## src/rtl/cook_timer_mmss.sv

```systemverilog
// Minutes:seconds countdown timer. The user sets a BCD value, starts it,
// and it counts down once per clk_sec tick to 00:00, then raises an alarm.
// The preset keeps the last started value so it can be re-run after the
// alarm or recalled from 00:00.
//
// state   | meaning
// --------+----------------------------------------------------------
// S_IDLE  | stopped; set buttons edit the value, start launches RUN
// S_RUN   | counting down on clk_sec
// S_PAUSE | frozen mid-count; set buttons edit, start resumes
// S_ALARM | value is 00:00, alarm high until ack or ALARM_SEC ticks
module cook_timer_mmss #(
  parameter int ALARM_SEC = 10,
  parameter int MAX_MIN   = 59
) (
  input  logic       clk,
  input  logic       reset_p,
  input  logic       clk_sec,
  input  logic       btn_start,
  input  logic       btn_set_min,
  input  logic       btn_set_sec,
  input  logic       btn_clear,
  output logic [3:0] min10,
  output logic [3:0] min1,
  output logic [3:0] sec10,
  output logic [3:0] sec1,
  output logic       running,
  output logic       alarm
);

  localparam logic [1:0] S_IDLE  = 2'd0;
  localparam logic [1:0] S_RUN   = 2'd1;
  localparam logic [1:0] S_PAUSE = 2'd2;
  localparam logic [1:0] S_ALARM = 2'd3;

  localparam logic [3:0] MAX_M10    = 4'(MAX_MIN / 10);
  localparam logic [3:0] MAX_M1     = 4'(MAX_MIN % 10);
  // The counter holds ticks already seen, so the last tick arrives when it
  // equals ALARM_SEC-1.
  localparam logic [5:0] ALARM_LAST = 6'(ALARM_SEC - 1);

  logic [1:0]  state;
  logic [15:0] preset;
  logic [5:0]  tick_cnt;

  logic [15:0] value;
  logic        value_zero;
  logic        preset_zero;
  logic        one_left;
  logic        any_set;
  logic [7:0]  sec_inc;
  logic [7:0]  min_inc;
  logic [15:0] value_dec;

  assign value       = {min10, min1, sec10, sec1};
  assign value_zero  = (value == 16'h0000);
  assign preset_zero = (preset == 16'h0000);
  assign one_left    = (value == 16'h0001);
  assign any_set     = btn_set_min | btn_set_sec;
  assign running     = (state == S_RUN);
  assign alarm       = (state == S_ALARM);

  // BCD increment of each settable field, with its own wrap point.
  always_comb begin
    sec_inc = {sec10, sec1};
    min_inc = {min10, min1};
    if (sec10 == 4'd5 && sec1 == 4'd9)  sec_inc = 8'h00;
    else if (sec1 == 4'd9)              sec_inc = {sec10 + 4'd1, 4'd0};
    else                                sec_inc = {sec10, sec1 + 4'd1};
    if (min10 == MAX_M10 && min1 == MAX_M1) min_inc = 8'h00;
    else if (min1 == 4'd9)                  min_inc = {min10 + 4'd1, 4'd0};
    else                                    min_inc = {min10, min1 + 4'd1};
  end

  // One-second BCD decrement with borrow from sec1 up to min10.
  always_comb begin
    value_dec = value;
    if (sec1 != 4'd0) begin
      value_dec[3:0] = sec1 - 4'd1;
    end else begin
      value_dec[3:0] = 4'd9;
      if (sec10 != 4'd0) begin
        value_dec[7:4] = sec10 - 4'd1;
      end else begin
        value_dec[7:4] = 4'd5;
        if (min1 != 4'd0) begin
          value_dec[11:8] = min1 - 4'd1;
        end else begin
          value_dec[11:8]  = 4'd9;
          value_dec[15:12] = min10 - 4'd1;
        end
      end
    end
  end

  // State, digits, preset and alarm tick counter.
  always_ff @(posedge clk) begin
    if (reset_p) begin
      state                     <= S_IDLE;
      {min10, min1, sec10, sec1} <= 16'h0000;
      preset                    <= 16'h0000;
      tick_cnt                  <= 6'd0;
    end else if (btn_clear) begin
      state                     <= S_IDLE;
      {min10, min1, sec10, sec1} <= 16'h0000;
      preset                    <= 16'h0000;
    end else begin
      case (state)
        S_IDLE, S_PAUSE: begin
          if (btn_start) begin
            if (!value_zero) begin
              state <= S_RUN;
              if (state == S_IDLE) preset <= value;
            end else if (state == S_IDLE && !preset_zero) begin
              state                     <= S_RUN;
              {min10, min1, sec10, sec1} <= preset;
            end
          end else begin
            if (btn_set_sec) {sec10, sec1} <= sec_inc;
            if (btn_set_min) {min10, min1} <= min_inc;
          end
        end
        S_RUN: begin
          if (clk_sec && !value_zero) begin
            {min10, min1, sec10, sec1} <= value_dec;
            if (one_left) begin
              state    <= S_ALARM;
              tick_cnt <= 6'd0;
            end else if (btn_start) begin
              state <= S_PAUSE;
            end
          end else if (btn_start) begin
            state <= S_PAUSE;
          end
        end
        S_ALARM: begin
          if (btn_start || any_set) begin
            state                     <= S_IDLE;
            {min10, min1, sec10, sec1} <= preset;
          end else if (clk_sec) begin
            if (tick_cnt == ALARM_LAST) begin
              state                     <= S_IDLE;
              {min10, min1, sec10, sec1} <= preset;
            end else begin
              tick_cnt <= tick_cnt + 6'd1;
            end
          end
        end
        default: state <= S_IDLE;
      endcase
    end
  end

endmodule

```

## config.mk

```make
export PLATFORM = sky130hd
export DESIGN_NAME = cook_timer_mmss
export DESIGN_NICKNAME = d
export VERILOG_FILES = /design/src/rtl/cook_timer_mmss.sv
export SDC_FILE = /design/constraint.sdc
export NUM_CORES = 1
export LEC_CHECK = 0
export BUFFER_PORTS_ARGS = -buffer_cell sky130_fd_sc_hd__clkbuf_2
export CAP_MARGIN = 5
export CELL_PAD_IN_SITES_DETAIL_PLACEMENT = 1
export CELL_PAD_IN_SITES_GLOBAL_PLACEMENT = 1
export CORE_MARGIN = 3
export CORE_UTILIZATION = 35
export CTS_CLUSTER_DIAMETER = 40
export CTS_CLUSTER_SIZE = 40
export DETAILED_ROUTE_END_ITERATION = 6
export MAX_ROUTING_LAYER = met4
export PLACE_DENSITY = 0.74
export SLEW_MARGIN = 20
export SYNTH_ARGS = -nofsm -noshare
export SYNTH_HDL_FRONTEND = slang
export SYNTH_SLANG_ARGS = --single-unit
```

## constraint.sdc

```tcl
create_clock -name clk -period 3.4 [get_ports clk]
set_input_delay 0.34 -clock clk [delete_from_list [all_inputs] [get_ports clk]]
set_output_delay 0.34 -clock clk [all_outputs]
set_load 0.005 [all_outputs]
```

==> results of run 1 <==
registers in the layout (all words and copies together) (netlist names):
| signal | count |
|---|---|
| preset | 16 |
| tick_cnt | 6 |
| min10 | 4 |
| min1 | 4 |
| sec10 | 4 |
| sec1 | 4 |
| state | 2 |
worst paths after layout:
| path | slack (ns) | endpoint | depth (start not counted) |
|---|---|---|---|
| max | 0.61 | min10[1] | 7 |
| min | 0.46 | tick_cnt[1] | 3 |
| max reg2reg | 0.61 | min10[1] | 7 |
| min reg2reg | 0.47 | tick_cnt[5] | 2 |
worst register-to-register path: cells and delay by family (launching register included):
family                     cells  cell delay, ns
and+or+nand+nor                2            0.95
AOI/OAI and AO/OA              3            0.84
buffers and inverters          1            0.13
adders and majority gates      1            0.31
DFF                            1            0.39
logic make-up after synthesis:
family                   Yosys count  share of synthesized area [%]
XOR/XNOR                           5                           1.48
adder cells (fa/ha/maj)           14                           5.94
flip-flops                        40                           27.2
AO/OA/AOI/OAI                     84                           20.5
multiplexers                      25                           8.61
AND/OR/NAND/NOR                  147                           30.0
buffers and inverters             39                           6.36
power by group:
part           switching (mW)  internal, mW  total (mW)
Clock                   0.176         0.140       0.316
Combinational           0.165         0.104       0.269
Sequential             0.0153         0.474       0.490
Total                   0.356         0.719        1.07
cell type report:
| type | instances | area [µm²] |
|---|---|---|
| sequential | 40 | 801 |
| fill | 968 | 4780 |
| clock buffer | 6 | 72.6 |
| clock inverter | 1 | 5.00 |
| multi-input combinational | 275 | 1960 |
| timing repair buffer | 29 | 158 |
| inverter | 16 | 60.1 |
| tap | 102 | 128 |
stage by stage:
stage          instances  power, mW  setup WS, ns
2_1_floorplan        354      0.694         0.998
6_report             469       1.07         0.612
3_3_place_gp         462      0.760         0.696
4_1_cts              469       1.08         0.606
3_5_place_dp         462      0.765         0.629
5_1_grt              469       1.13         0.386
cell usage after synthesis, drive strengths merged, types with 3 or more instances:
cell type | instances | area share [%]
nand2b | 8 | 1.7
inv | 16 | 2.0
nor2 | 33 | 4.2
ha | 14 | 5.9
a211oi | 5 | 1.3
clkbuf | 12 | 1.5
o21ai | 16 | 2.7
nor4 | 15 | 4.2
nand3 | 11 | 1.9
buf | 11 | 2.8
a221oi | 6 | 2.0
o32ai | 6 | 1.8
dfxtp | 40 | 27
a21oi | 19 | 3.2
mux2i | 22 | 7.5
nor2b | 3 | 0.64
nand4 | 4 | 0.85
nor3b | 8 | 3.4
a211o | 3 | 0.89
or3b | 5 | 1.6
xor2 | 5 | 1.5
nand2 | 28 | 3.6
or3 | 4 | 1.0
nand3b | 5 | 1.3
o31ai | 3 | 0.76
nor3 | 8 | 1.5
mux2 | 3 | 1.1
layer usage:
metal / share of wire, % / up-vias / GRT usage, %
met5: 0 / - / -
met4: 0.97 / 0 / 4.69
met3: 3.1 / 10 / 2.86
met2: 47 / 47 / 29.6
met1: 49 / 1389 / 25.9
li1: - / 1347 / -
==> flow_results.xml, run 1 <==
<?xml version="1.0" encoding="UTF-8"?>
<metrics>
  <group name="global_routing">
    <metric name="global_route_wire_length_before_repair" unit="µm">14600</metric>
    <metric name="track_usage" unit="%">19.0</metric>
    <metric name="antenna_found_initial" unit="">0</metric>
    <metric name="via_count_of_the_first_global_routing_pass" unit="">2733</metric>
    <metric name="pin_count_of_the_biggest_net_entering_global_routing" unit="">31</metric>
    <metric name="grt-ovfl-total" unit="">0</metric>
  </group>
  <group name="setup_path">
    <metric name="worstSetupStartpoint" unit="">sec1[1]</metric>
    <metric name="path_max_fanout" unit="">8</metric>
    <metric name="critical_path.top_delay_family" unit="">simple AND/OR/NAND/NOR gates</metric>
    <metric name="timing.critical_path.cells" unit="">inv_1 &gt; ha_1 &gt; nor3b_4 &gt; a21oi_1 &gt; or4_1 &gt; a2111oi_0 &gt; a221oi_2</metric>
    <metric name="critical_path_class" unit="">reg2reg</metric>
    <metric name="timing.critical_path.slowest_stage_cell" unit="">or4_1</metric>
    <metric name="worstSetupStartpointType" unit="">flip-flop</metric>
    <metric name="reg2reg_from" unit="">sec1[1]</metric>
    <metric name="worst_setup_path_end_kind" unit="">flip-flop</metric>
    <metric name="cp_num_buf_inv" unit="">1</metric>
    <metric name="worst_ep_required_time" unit="ns">3.55</metric>
    <metric name="critPathMaxStageDelay" unit="ns">0.64</metric>
    <metric name="cp_data_arrival_time" unit="ns">2.94</metric>
  </group>
  <group name="synth">
    <metric name="synth_net_count" unit="">375</metric>
    <metric name="synth.lib_cells_used.distinct" unit="">69</metric>
    <metric name="syn_inst" unit="">354</metric>
    <metric name="syn-mean-instance-area" unit="µm²">8.33</metric>
    <metric name="synth_ff_type" unit="">dfxtp_1</metric>
    <metric name="synth_enable_flop_cells" unit="">0</metric>
    <metric name="number_of_warnings_issued_by_yosys" unit="">0</metric>
    <metric name="async_s_r_ff_share_synth" unit="%">0</metric>
    <metric name="ys_seq_elements" unit="">40</metric>
    <metric name="post_synthesis_sequential_area_ratio" unit="%">27.2</metric>
    <metric name="post_synth_instance_area" unit="µm²">2950</metric>
  </group>
  <group name="timing">
    <metric name="setup_viol" unit="">0</metric>
    <metric name="setup_total_negative_slack" unit="ns">0</metric>
    <metric name="finalHoldViolCount" unit="">0</metric>
    <metric name="max_clock_freq" unit="GHz">0.359</metric>
    <metric name="hold-worst-slack" unit="ns">0.455</metric>
    <metric name="final.min_clock_period" unit="ns">2.79</metric>
    <metric name="worst_slew_margin_rel" unit="%">29.8</metric>
    <metric name="min_period_over_period" unit="%">82.0</metric>
    <metric name="tightest_slew" unit="ns">1.05</metric>
    <metric name="worst_clock_skew" unit="ns">0.00562</metric>
    <metric name="timing_max_transition_violations_final" unit="">0</metric>
    <metric name="setup_repair_after_global_routing_missed_its_margin" unit="">false</metric>
  </group>
  <group name="drt">
    <metric name="initial_detailed_routing_violation_count" unit="">102</metric>
    <metric name="routed_wire_length_per_instance" unit="µm">18.9</metric>
    <metric name="wirelength_routed" unit="µm">8860</metric>
    <metric name="route.antenna.remaining_nets" unit="">0</metric>
    <metric name="detail_route.vias_per_cell" unit="">5.96</metric>
    <metric name="vias" unit="">2793</metric>
    <metric name="drc" unit="">0</metric>
    <metric name="drt-pass1-iter-count" unit="">4</metric>
  </group>
  <group name="clock_tree">
    <metric name="cts-root-to-sink-buffers" unit="">2</metric>
    <metric name="number_of_h_tree_levels" unit="">2</metric>
    <metric name="tritoncts_buffers" unit="">5</metric>
    <metric name="cts.sink_count" unit="">40</metric>
    <metric name="post_cts_resize_count" unit="">0</metric>
    <metric name="tritoncts" unit="">built</metric>
    <metric name="cts-hold-fix-buffers" unit="">0</metric>
    <metric name="postCtsSetupBuffers" unit="">0</metric>
    <metric name="cts.clk_slew.worst_paths" unit="ns">0.08</metric>
    <metric name="worstSkewPairLatency" unit="ns">0.30</metric>
    <metric name="clockRootBuffer" unit="">clkbuf_8</metric>
  </group>
  <group name="floorplan">
    <metric name="die_h" unit="µm">97.8</metric>
    <metric name="core_area" unit="µm²">7970</metric>
    <metric name="starting_utilization_of_the_core_area" unit="%">37.0</metric>
    <metric name="fp-row-count" unit="">32</metric>
    <metric name="boundaryPins" unit="">25</metric>
    <metric name="die_area" unit="µm²">9560</metric>
    <metric name="die_x" unit="µm">97.8</metric>
  </group>
  <group name="layout">
    <metric name="most_frequent_standard_cell_in_the_layout_excluding_fill_and_tap_cells" unit="">dfxtp_1</metric>
    <metric name="drive_above_1_share" unit="%">15.5</metric>
    <metric name="area.growth.synth_to_final" unit="%">8.06</metric>
    <metric name="final_nets" unit="">388</metric>
    <metric name="stdcell_area" unit="µm²">3190</metric>
    <metric name="commonest_non_fill_non_tap_cells_in_the_layout" unit="">dfxtp_1, nor2_1, nand2_1</metric>
    <metric name="final_util" unit="%">40.0</metric>
    <metric name="antenna-diode-count" unit="">0</metric>
  </group>
  <group name="worst_hold_path">
    <metric name="hold_path.startpoint" unit="">reset_p</metric>
    <metric name="hold_path_class" unit="">in2reg</metric>
  </group>
  <group name="pwr">
    <metric name="vdd.ir_drop.worst" unit="mV">0.124</metric>
    <metric name="power.static_leakage" unit="nW">1.16</metric>
    <metric name="power-per-cell-area" unit="nW/µm²">337</metric>
  </group>
  <group name="outcome">
    <metric name="run_status" unit="">complete, no violations</metric>
  </group>
  <group name="placement">
    <metric name="post_dp_cell_area" unit="µm²">3110</metric>
    <metric name="io_buffers" unit="">24</metric>
    <metric name="dpl.hpwl" unit="µm">6260</metric>
    <metric name="gpl_wtd_cong" unit="">0.853</metric>
  </group>
  <group name="run">
    <metric name="max-cap-violations" unit="">0</metric>
  </group>
</metrics>
No activity file was read; power rests on OpenSTA's default activity.
==> run 2: changes to the inputs <==
Clock period 3.4 ns to 2.7 ns, I/O delays scaled along.
==> run 2 against run 1 <==
Effect of this change:
- worst hold slack worse by 0.068 ns
- sequential power grew 23%
- critical path depth stayed put
- design area up 6.7%
- worst setup slack got worse by 0.43 ns
- routed wire length grew 1.9%
- non-clock buffer count increased by 22
- largest cell class unchanged
==> flow_results.xml, run 2 (synthesis results as in run 1) <==
<?xml version="1.0" encoding="UTF-8"?>
<metrics>
  <group name="outcome">
    <metric name="run_status" unit="">complete, no violations</metric>
  </group>
  <group name="setup_path">
    <metric name="worst_ep_required_time" unit="ns">2.90</metric>
    <metric name="worstSetupStartpointType" unit="">flip-flop</metric>
    <metric name="cp_data_arrival_time" unit="ns">2.72</metric>
    <metric name="reg2reg_from" unit="">sec10[0]</metric>
    <metric name="worst_setup_path_end_kind" unit="">flip-flop</metric>
    <metric name="worstSetupStartpoint" unit="">sec10[0]</metric>
    <metric name="timing.critical_path.slowest_stage_cell" unit="">or3b_2</metric>
    <metric name="worst-r2r-setup-slack" unit="ns">0.18</metric>
    <metric name="path_max_fanout" unit="">5</metric>
    <metric name="critical_path_class" unit="">reg2reg</metric>
    <metric name="critPathMaxStageDelay" unit="ns">0.54</metric>
    <metric name="timing.critical_path.cells" unit="">inv_1 &gt; ha_2 &gt; or3b_2 &gt; nor4_4 &gt; o21ai_2 &gt; or3_4 &gt; a211oi_1</metric>
  </group>
  <group name="clock_tree">
    <metric name="tritoncts_buffers" unit="">5</metric>
    <metric name="tritoncts" unit="">built</metric>
    <metric name="worstSkewPairLatency" unit="ns">0.30</metric>
    <metric name="cts-hold-fix-buffers" unit="">0</metric>
    <metric name="cts.clk_slew.worst_paths" unit="ns">0.08</metric>
    <metric name="clockRootBuffer" unit="">clkbuf_8</metric>
    <metric name="cts-root-to-sink-buffers" unit="">2</metric>
    <metric name="number_of_h_tree_levels" unit="">2</metric>
    <metric name="cts.sink_count" unit="">40</metric>
  </group>
  <group name="timing">
    <metric name="worst_clock_skew" unit="ns">0.00732</metric>
    <metric name="timing_max_transition_violations_final" unit="">0</metric>
    <metric name="final.min_clock_period" unit="ns">2.52</metric>
    <metric name="hold-worst-slack" unit="ns">0.387</metric>
    <metric name="min_period_over_period" unit="%">93.4</metric>
    <metric name="setup_total_negative_slack" unit="ns">0</metric>
    <metric name="setup_viol" unit="">0</metric>
    <metric name="max_clock_freq" unit="GHz">0.397</metric>
    <metric name="tightest_slew" unit="ns">0.650</metric>
    <metric name="setup_repair_after_global_routing_missed_its_margin" unit="">false</metric>
    <metric name="worst_slew_margin_rel" unit="%">56.7</metric>
    <metric name="finalHoldViolCount" unit="">0</metric>
    <metric name="setup_ws" unit="ns">0.179</metric>
  </group>
  <group name="global_routing">
    <metric name="grt-ovfl-total" unit="">0</metric>
    <metric name="track_usage" unit="%">19.7</metric>
    <metric name="antenna_found_initial" unit="">0</metric>
    <metric name="pin_count_of_the_biggest_net_entering_global_routing" unit="">31</metric>
    <metric name="via_count_of_the_first_global_routing_pass" unit="">2890</metric>
    <metric name="global_route_wire_length_before_repair" unit="µm">15200</metric>
  </group>
  <group name="drt">
    <metric name="vias" unit="">2864</metric>
    <metric name="initial_detailed_routing_violation_count" unit="">150</metric>
    <metric name="route.antenna.remaining_nets" unit="">0</metric>
    <metric name="wirelength_routed" unit="µm">9030</metric>
    <metric name="detail_route.vias_per_cell" unit="">5.82</metric>
    <metric name="routed_wire_length_per_instance" unit="µm">18.4</metric>
    <metric name="drc" unit="">0</metric>
    <metric name="drt-pass1-iter-count" unit="">5</metric>
  </group>
  <group name="layout">
    <metric name="final_nets" unit="">410</metric>
    <metric name="area.growth.synth_to_final" unit="%">15.3</metric>
    <metric name="largest_register_ff_count" unit="">16</metric>
    <metric name="top_regs" unit="">preset: 16 flops, tick_cnt: 6 flops</metric>
    <metric name="most_frequent_standard_cell_in_the_layout_excluding_fill_and_tap_cells" unit="">dfxtp_1</metric>
    <metric name="commonest_non_fill_non_tap_cells_in_the_layout" unit="">dfxtp_1, nor2_1, nand2_1</metric>
    <metric name="drive_above_1_share" unit="%">21.5</metric>
    <metric name="largest-register" unit="">preset</metric>
    <metric name="antenna-diode-count" unit="">0</metric>
  </group>
  <group name="worst_hold_path">
    <metric name="hold_path_class" unit="">in2reg</metric>
    <metric name="hold_path.startpoint" unit="">reset_p</metric>
  </group>
  <group name="floorplan">
    <metric name="die_x" unit="µm">97.8</metric>
    <metric name="core_area" unit="µm²">7970</metric>
    <metric name="fp-row-count" unit="">32</metric>
    <metric name="boundaryPins" unit="">25</metric>
    <metric name="die_h" unit="µm">97.8</metric>
    <metric name="die_area" unit="µm²">9560</metric>
    <metric name="starting_utilization_of_the_core_area" unit="%">37.0</metric>
  </group>
  <group name="placement">
    <metric name="gpl_wtd_cong" unit="">0.855</metric>
    <metric name="io_buffers" unit="">24</metric>
    <metric name="dpl.hpwl" unit="µm">6580</metric>
    <metric name="detailedPlace.worstSlack" unit="ns">0.120</metric>
  </group>
  <group name="pwr">
    <metric name="clock_network_fraction_of_total_power" unit="%">33.5</metric>
    <metric name="combinational_fraction_of_design_power" unit="%">26.0</metric>
    <metric name="vdd.ir_drop.worst" unit="mV">0.200</metric>
    <metric name="power.static_leakage" unit="nW">1.28</metric>
    <metric name="cell_internal_pwr" unit="mW">1.03</metric>
    <metric name="p_sw_share" unit="%">30.9</metric>
    <metric name="fin_total_pwr" unit="mW">1.49</metric>
    <metric name="p_sw" unit="mW">0.461</metric>
    <metric name="power-per-cell-area" unit="nW/µm²">439</metric>
    <metric name="power.share.sequential" unit="%">40.5</metric>
  </group>
  <group name="run">
    <metric name="max-cap-violations" unit="">0</metric>
  </group>
</metrics>
## run 2: cell types whose count changed in the layout (fill, tap and decap cells not counted), sizes merged
cell / change
buf: +22
bufinv: +1
## run 2: power by group through the flow
| stage | clock [mW] | sequential, mW | combinational, mW |
|---|---|---|---|
| finish | 0.501 | 0.605 | 0.388 |
| global route | 0.542 | 0.607 | 0.425 |
| CTS | 0.511 | 0.605 | 0.370 |
| detailed placement | 0 | 0.619 | 0.366 |
| global placement | 0 | 0.618 | 0.359 |
| floorplan | 0 | 0.623 | 0.251 |
## run 2: per-layer routing
metal | global-route usage (%) | vias to the layer above | part of all wire (%)
met4 | 5.86 | 0 | 1.3
met3 | 3.50 | 6 | 3.6
li1 | - | 1393 | -
met5 | - | - | 0
met1 | 25.9 | 1413 | 47
met2 | 31.1 | 52 | 48
## run 2: final cells by class
cell class | instances | area, µm²
clock buffer | 6 | 72.6
timing repair buffer | 51 | 323
tap | 102 | 128
multi-input combinational | 275 | 1980
fill | 974 | 4570
inverter | 16 | 60.1
sequential | 40 | 801
clock inverter | 2 | 35.0
## run 2: per-stage QoR
stage	cells	util [%]	instance area, µm²
after floorplan	354	-	2950
after detailed placement	481	40.8	3250
final	492	42.7	3400
after CTS	489	42.1	3360
after global routing	492	42.7	3400
after global placement	481	40.8	3250
## run 2: final timing paths
check	cells past startpoint	to
max reg2reg	7	sec1[1]
min reg2reg	2	tick_cnt[5]
max	7	sec1[1]
min	3	tick_cnt[1]
## run 2: what timing repair did
| item | CTS | global route |
|---|---|---|
| buffers inserted | 0 | 3 |
| resized for setup | 0 | 6 |
| endpoints found under the setup margin | 0 | 9 |
## run 2: critical path, delay by kind of cell, from the launching register on
kind	cells	cell delay (ns)
compound gates	2	0.45
simple gates	3	1.33
buf+inv	1	0.08
fa+ha+maj	1	0.23
flops	1	0.32
